`config.mk`:
```
export PLATFORM = sky130hd
export DESIGN_NAME = prio_encoder_rr
export DESIGN_NICKNAME = d
export VERILOG_FILES = /design/src/rtl/prio_encoder_rr_pkg.sv /design/src/rtl/prio_pick.sv /design/src/rtl/prio_encoder_rr.sv
export SDC_FILE = /design/constraint.sdc
export NUM_CORES = 1
export LEC_CHECK = 0
export ABC_AREA = 1
export CORE_ASPECT_RATIO = 1.5
export CORE_UTILIZATION = 55
export CTS_CLUSTER_DIAMETER = 30
export DETAILED_ROUTE_END_ITERATION = 6
export MAX_ROUTING_LAYER = met4
export PLACE_DENSITY = 0.8
export SLEW_MARGIN = 20
export SYNTH_ARGS = -nofsm -noshare
export SYNTH_HDL_FRONTEND = slang
export SYNTH_SLANG_ARGS = --single-unit
```
`constraint.sdc`:
```
create_clock -name clk -period 5.8 [get_ports clk]
set_clock_uncertainty 0.2 [all_clocks]
set_input_delay 1.74 -clock clk [delete_from_list [all_inputs] [get_ports clk]]
set_output_delay 1.74 -clock clk [all_outputs]
set_load 0.05 [all_outputs]
```
`src/rtl/prio_encoder_rr_pkg.sv`:
```
// Shared definitions for the round-robin priority encoder: mode encodings and
// modulo-N index arithmetic used by the search and pointer logic.
package prio_encoder_rr_pkg;

   localparam logic MODE_FIXED = 1'b0;
   localparam logic MODE_RR    = 1'b1;

   // (a - b) mod n, with a and b already in [0, n)
   function automatic int unsigned dec_mod(int unsigned a, int unsigned b, int unsigned n);
      return (a + n - b) % n;
   endfunction

endpackage

```
`src/rtl/prio_pick.sv`:
```
// Combinational pick: first set request searching downward from start, wrapping 0 -> N-1.
// Rotates the request vector so the search order becomes a plain lowest-offset encode.
module prio_pick
   import prio_encoder_rr_pkg::*;
#(
   parameter  int unsigned N = 8,
   localparam int unsigned W = $clog2(N)
) (
   input  logic [N-1:0] req,
   input  logic [W-1:0] start,
   output logic [W-1:0] idx,
   output logic         any
);

   logic [N-1:0] w_rot;
   int unsigned  w_off;

   always_comb begin
      w_rot = '0;
      w_off = 0;
      // w_rot[d] is the request d steps below start
      for (int d = 0; d < int'(N); d++) begin
         w_rot[d] = req[W'(dec_mod(32'(start), d, N))];
      end
      for (int d = int'(N) - 1; d >= 0; d--) begin
         if (w_rot[d]) begin
            w_off = d;
         end
      end
      any = |req;
      idx = W'(dec_mod(32'(start), w_off, N));
   end

endmodule

```
`src/rtl/prio_encoder_rr.sv`:
```
// Registered priority encoder with fixed or round-robin priority and a valid/ready
// output stage; holds the result register, the priority pointer and the handshake.
module prio_encoder_rr
   import prio_encoder_rr_pkg::*;
#(
   parameter  int unsigned N = 8,
   localparam int unsigned W = $clog2(N)
) (
   input  logic         clk,
   input  logic         rst_n,
   input  logic         en,
   input  logic         mode,
   input  logic [N-1:0] req,
   input  logic         out_ready,
   output logic         out_valid,
   output logic [W-1:0] out_idx,
   output logic [W-1:0] ptr
);

   localparam logic [W-1:0] LAST_IDX = W'(N - 1);

   logic         r_valid;
   logic         r_mode;
   logic [W-1:0] r_idx;
   logic [W-1:0] r_ptr;

   logic         w_accept;
   logic         w_cap;
   logic         w_any;
   logic [W-1:0] w_ptr_nxt;
   logic [W-1:0] w_start;
   logic [W-1:0] w_win;

   assign w_accept = r_valid && out_ready;

   // The pointer advanced by this cycle's acceptance seeds a same-cycle capture,
   // so back-to-back round-robin results rotate without a bubble.
   always_comb begin
      w_ptr_nxt = r_ptr;
      if (w_accept && (r_mode == MODE_RR)) begin
         w_ptr_nxt = (r_idx == '0) ? LAST_IDX : r_idx - 1'b1;
      end
      w_start = (mode == MODE_FIXED) ? LAST_IDX : w_ptr_nxt;
   end

   prio_pick #(
      .N (N)
   ) u_pick (
      .req   (req),
      .start (w_start),
      .idx   (w_win),
      .any   (w_any)
   );

   assign w_cap = en && w_any && (!r_valid || out_ready);

   always_ff @(posedge clk or negedge rst_n) begin
      if (!rst_n) begin
         r_valid <= 1'b0;
         r_mode  <= MODE_FIXED;
         r_idx   <= '0;
         r_ptr   <= LAST_IDX;
      end else begin
         r_ptr <= w_ptr_nxt;
         if (w_cap) begin
            r_valid <= 1'b1;
            r_idx   <= w_win;
            r_mode  <= mode;
         end else if (w_accept) begin
            r_valid <= 1'b0;
         end
      end
   end

   assign out_valid = r_valid;
   assign out_idx   = r_idx;
   assign ptr       = r_ptr;

endmodule

```
; ---- After elaboration in Yosys (flattened, before gate mapping)
; Index checks and enable logic that the tools add are counted.
; W data, S select, Z words.
[totals]
reg_bits = 8
inputBits = 13
wordCells = 60
[op_classes]
n_addsub = 10
magnitude_cmp = 8
n_mux = 29
reduce_logical = 9
[op_table]
columns = op, count
row1 = $mux W3, 11
row2 = $lt A3 B4 Y1 const B, 8
row3 = $bmux W1 S3, 8
row4 = $sub A3 B3 Y3 const B, 4
row5 = $mux W1, 10
row6 = $reduce_or A8 Y1, 1
row7 = $sub A3 B1 Y3 const B, 2
row8 = $sub A3 B2 Y3 const B, 2
row9 = $logic_and A1 B1 Y1, 4
row10 = $add A3 B1 Y3 const B, 1
row11 = $logic_not A3 Y1, 1
row12 = $sub A3 B3 Y3, 1
row13 = $reduce_bool A2 Y1, 1
row14 = $logic_not A1 Y1, 1
row15 = $logic_or A1 B1 Y1, 1

; ---- Depth between registers and ports, before layout
[logic_depth]
word_depth = 17
ltp_mapped = 28
mapped_depth_nobuf = 27

; ---- Modules after synthesis
; A second synthesis with hierarchy kept.
[hier_totals]
cells_unflattened = 157
hier_area_um2 = 942.2
[modules_own_cells]
columns = module, instances, cells_per_inst, area_each_um2, seq_area_each_um2
row1 = prio_pick, 1, 107, 540.5, 0.0
row2 = prio_encoder_rr, 1, 50, 401.6, 203.9

; ---- Worst setup path after synthesis
; OpenSTA, ideal clock, no wires.
[synth_path]
path_kind = in2reg
startpoint = input out_ready
endpoint = register r_idx[2], in the netlist out_idx[2]
setup_ps = 118
t_arrival_ps = 4250
required_time_ps = 5482
slack_ps = 1232
stages = 22
path_cell_list = nand3_2 -> nand2_2 -> nand3_2 -> buf_6 -> ha_1 -> inv_1 -> nand3_1 -> nand3_1 -> nand2_1 -> inv_1 -> nand2_1 -> nand2_1 -> nand2_1 -> nand2_1 -> a21oi_2 -> ha_1 -> inv_1 -> fa_1 -> xnor2_1 -> nand3_1 -> nand3_1 -> nand2_1
[synth_via]
elab_chain_cells = 17
word_cells_on_any_way = 39
classes_between = add/sub: 9 / mux: 26 / reduce/logical: 4
[synth_lines]
columns = element, line_no
row1 = from (decl), prio_encoder_rr.sv:14  ; input logic out_ready,
row2 = $logic_and A1 B1 Y1, prio_encoder_rr.sv:34  ; assign w_accept = r_valid && out_ready;
row3 = $logic_and A1 B1 Y1, prio_encoder_rr.sv:40  ; if (w_accept && (r_mode == MODE_RR)) begin
row4 = $mux W3, prio_encoder_rr.sv:40
row5 = $mux W3, prio_encoder_rr.sv:43  ; w_start = (mode == MODE_FIXED) ? LAST_IDX : w_ptr_nxt;
row6 = $add A3 B1 Y3, prio_encoder_rr_pkg.sv:10  ; return (a + n - b) % n;
row7 = $sub A3 B3 Y3, prio_encoder_rr_pkg.sv:10
row8 = $bmux W1 S3, prio_pick.sv:23  ; w_rot[d] = req[W'(dec_mod(32'(start), d, N))];
row9 = $mux W1 (implied by the code), prio_pick.sv:23
row10 = $mux W3 (8 in series), prio_pick.sv:26  ; if (w_rot[d]) begin
row11 = $sub A3 B3 Y3, prio_encoder_rr_pkg.sv:10
row12 = to (signal assigned), prio_encoder_rr.sv:67  ; r_idx <= w_win;
row13 = to (decl), prio_encoder_rr.sv:24  ; logic [W-1:0] r_idx;
; Several ways; a longest one is shown, not always the timed one. The select of a mux whose other input is x is not followed.
; A chain may end at the register's enable or synchronous reset.

; ---- Worst setup path in the final report
; Same ends and word-level chain as after synthesis.

==> flow_summary.json <==
{
  "grt_max_degree": 12,
  "tightest_slew_ns": 0.495,
  "route.detailed.drc": 0,
  "synth_adder_area_share": 0.0661,
  "dp_hpwl_um": 2560,
  "cts_setup_buffers": 0,
  "yosysSeqAreaShare": 0.163,
  "initial_core_util": 0.602,
  "p_per_area_nw_per_um2": 499,
  "cts_buffers": 3,
  "fp.dieW_um": 40.9,
  "startpoint": "out_ready",
  "core_region_area_um2": 2080,
  "clock-sinks": 8,
  "layout-drive-gt1-share": 0.220,
  "yosys.area_share.simple": 0.579,
  "ir_worst_vdd_mv": 0.221,
  "status": "complete, no violations",
  "antenna_found_initial": 0,
  "stdcell_area_um2": 1460,
  "std_cell_rows": 20,
  "synth_mux_area_frac": 0,
  "io_pins": 20,
  "post-synth-top-count-cell": "nand2_1",
  "worstPathMaxFanout": 11,
  "end_kind": "flip-flop",
  "path_common_cell": "nand2_1",
  "synth_enable_flop_cells": 0,
  "utilization": 0.701,
  "setup_violations": 0,
  "finalNetCount": 229,
  "fmax_mhz": 194,
  "grt_overflow": 0,
  "setup_tns_ns": 0,
  "syn_area_per_cell_um2": 6.61,
  "fillCellCount": 180,
  "via_count": 1304,
  "placed_cell_area_um2": 1430,
  "die_h_um": 60.4,
  "synth_top_family_by_area": "simple AND/OR/NAND/NOR gates",
  "synth_cells": 189,
  "worstSetupStartpointType": "input pin",
  "synth-xor-area-share": 0.0330,
  "synth.distinct_cells": 28,
  "synth_nets": 208,
  "min_period_over_period": 0.888,
  "area_growth_pct": 16.5,
  "synth_seq_cells": 8,
  "r2r-start": "out_idx[0]$_DFFE_PN0P_",
  "ctsHoldBuffers": 0,
  "first_pass_iters": 4,
  "synth-main-ff-cell": "dfrtp_1",
  "async_reset_ff_frac": 1.00,
  "clk_latency_ns": 0.26,
  "synth_top_area_share": 0.174,
  "synth_common_cells": "nand2_1 (58), nand3_1 (31), inv_1 (26)",
  "io_buffer_count": 19,
  "synth-compound-area-share": 0.0330,
  "arrival_ns": 5.11,
  "cpPeakStageDelay_ns": 0.51,
  "slew_headroom": 0.669,
  "yosysWarnings": 0,
  "slowest_stage": "clkdlybuf4s50_1",
  "dieArea_um2": 2470,
  "crit_required_ns": 5.76,
  "crit_type": "in2reg",
  "grt_pass1_vias": 1179,
  "clk_transition_reported_paths_ns": 0.06,
  "seqCellArea_um2": 204,
  "period_needed_ns": 5.15,
  "grt_pass1_wl_um": 4720,
  "multiInputGateArea_um2": 888,
  "post_cts_resized": 0,
  "cts_root_buf": "clkbuf_4",
  "ant_nets": 0,
  "rsz0062_at_grt": "false",
  "synthTopCellsByArea": "nand2_1 (17%), nand3_1 (12%), dfrtp_1 (10%), inv_1 (7.8%), nand2_2 (7.5%)",
  "cts_buffer_depth": 2,
  "viasPerCell": 5.65,
  "routed_wl_um": 3030,
  "synth_area_leader_cell": "nand2_1",
  "leakage_nw": 0.774,
  "final_hold_viol_count": 0,
  "worst_hold_path_type": "reg2reg",
  "crit_chain": "clkdlybuf4s50_1, nand3_2, nand2_2, nand3_2, ha_1, inv_1, nand3_1, nand3_1, nand2_1, inv_1, nand2_1, nand2_1, nand2_1, nand2_1, a21oi_2, ha_1, inv_1, fa_1, xnor2_1, nand3_1, nand3_1, nand2_1",
  "track_usage": 0.288,
  "drv_slew": 0,
  "cts_tree": "built",
  "wl_per_cell_um": 13.1,
  "gp_congestion": 0.940,
  "drt_iter0_drc": 41,
  "min_from": "out_idx[2]$_DFFE_PN0P_",
  "htreeDepth": 1,
  "synth_area_um2": 1250,
  "num_antenna_cells": 0,
  "cap_violations": 0
}
[final cells by class]
type / instances / share of cell area
multi-input combinational: 148 / 0.610
sequential: 8 / 0.140
timing repair buffer: 21 / 0.141
clock buffer: 4 / 0.0180
tap: 22 / 0.0189
inverter: 28 / 0.0722
[worst paths after layout]
path	end	slack [ns]	cells past startpoint
min in group asynchronous	r_mode$_DFFE_PN0P_	1.55	1
worst max register to register	out_idx[2]$_DFFE_PN0P_	1.85	25
worst min-delay path	out_idx[2]$_DFFE_PN0P_	0.32	2
worst max-delay path	out_idx[2]$_DFFE_PN0P_	0.65	22
worst min register to register	out_idx[2]$_DFFE_PN0P_	0.32	2
max in group asynchronous	ptr[0]$_DFF_PN1_	3.54	1
[flip-flops by register name, indices dropped and copies added (netlist names)]
name,cells
ptr,3
r_mode,1
out_idx,3
out_valid,1
[where the power goes]
group	leakage [nW]	switching [mW]	internal, mW
clock	0.0150	0.0222	0.0265
sequential	0.0911	0.0186	0.0859
combinational	0.668	0.378	0.196
total	0.774	0.418	0.309
[routing by layer]
layer | share of wire | vias to the layer above | GRT usage
met4 | 0.048 | 0 | 0.210
li1 | - | 649 | -
met2 | 0.54 | 46 | 0.507
met3 | 0.035 | 17 | 0.0330
met1 | 0.38 | 592 | 0.262
met5 | 0 | - | -
[through the flow]
| stage | cells | power (mW) | hold slack, ns | setup WS [ns] |
|---|---|---|---|---|
| after floorplan | 189 | 0.555 | 0.374 | 1.23 |
| after global routing | 231 | 0.792 | 0.350 | 0.372 |
| after global placement | 227 | 0.656 | 0.303 | 0.579 |
| after detailed placement | 227 | 0.676 | 0.303 | 0.389 |
| final | 231 | 0.727 | 0.319 | 0.648 |
| after CTS | 231 | 0.728 | 0.319 | 0.668 |
[critical path, delay by kind of cell]
kind	cells	cell delay [ns]
adder cells (fa/ha/maj)	3	0.94
AO/OA/AOI/OAI	1	0.11
buffers and inverters	4	0.74
AND/OR/NAND/NOR	13	1.33
XOR/XNOR	1	0.22
[cell usage in the layout (no fill, tap or decap)]
master,Yosys,layout
nand3_1,31,31
buf_4,0,2
nand4_4,1,1
dfstp_2,3,3
nand2_2,15,15
xnor2_2,1,1
xnor2_1,1,1
inv_1,26,26
nor3_1,1,1
nor2_2,2,2
nand4_1,6,6
nor4_1,2,2
clkdlybuf4s50_1,0,19
xor2_2,1,1
o21bai_1,1,1
clkbuf_1,0,1
nor2_4,2,2
clkbuf_4,0,3
fa_1,1,1
ha_1,5,5
nand3_2,6,6
nor2_1,1,1
nand2_4,5,5
nand4_2,2,2
dfrtp_1,5,5
nand2_1,58,58
o21ai_0,5,5
a21oi_2,1,1
inv_2,2,2
[logic make-up (layout without fill, tap and decap cells)]
group                    Yosys count  in the layout
AND/OR/NAND/NOR                  132            132
AO/OA/AOI/OAI                      7              7
buffers and inverters             33             53
adder cells (fa/ha/maj)            6              6
flip-flops                         8              8
XOR/XNOR                           3              3
(Power assumes the default switching activity.)
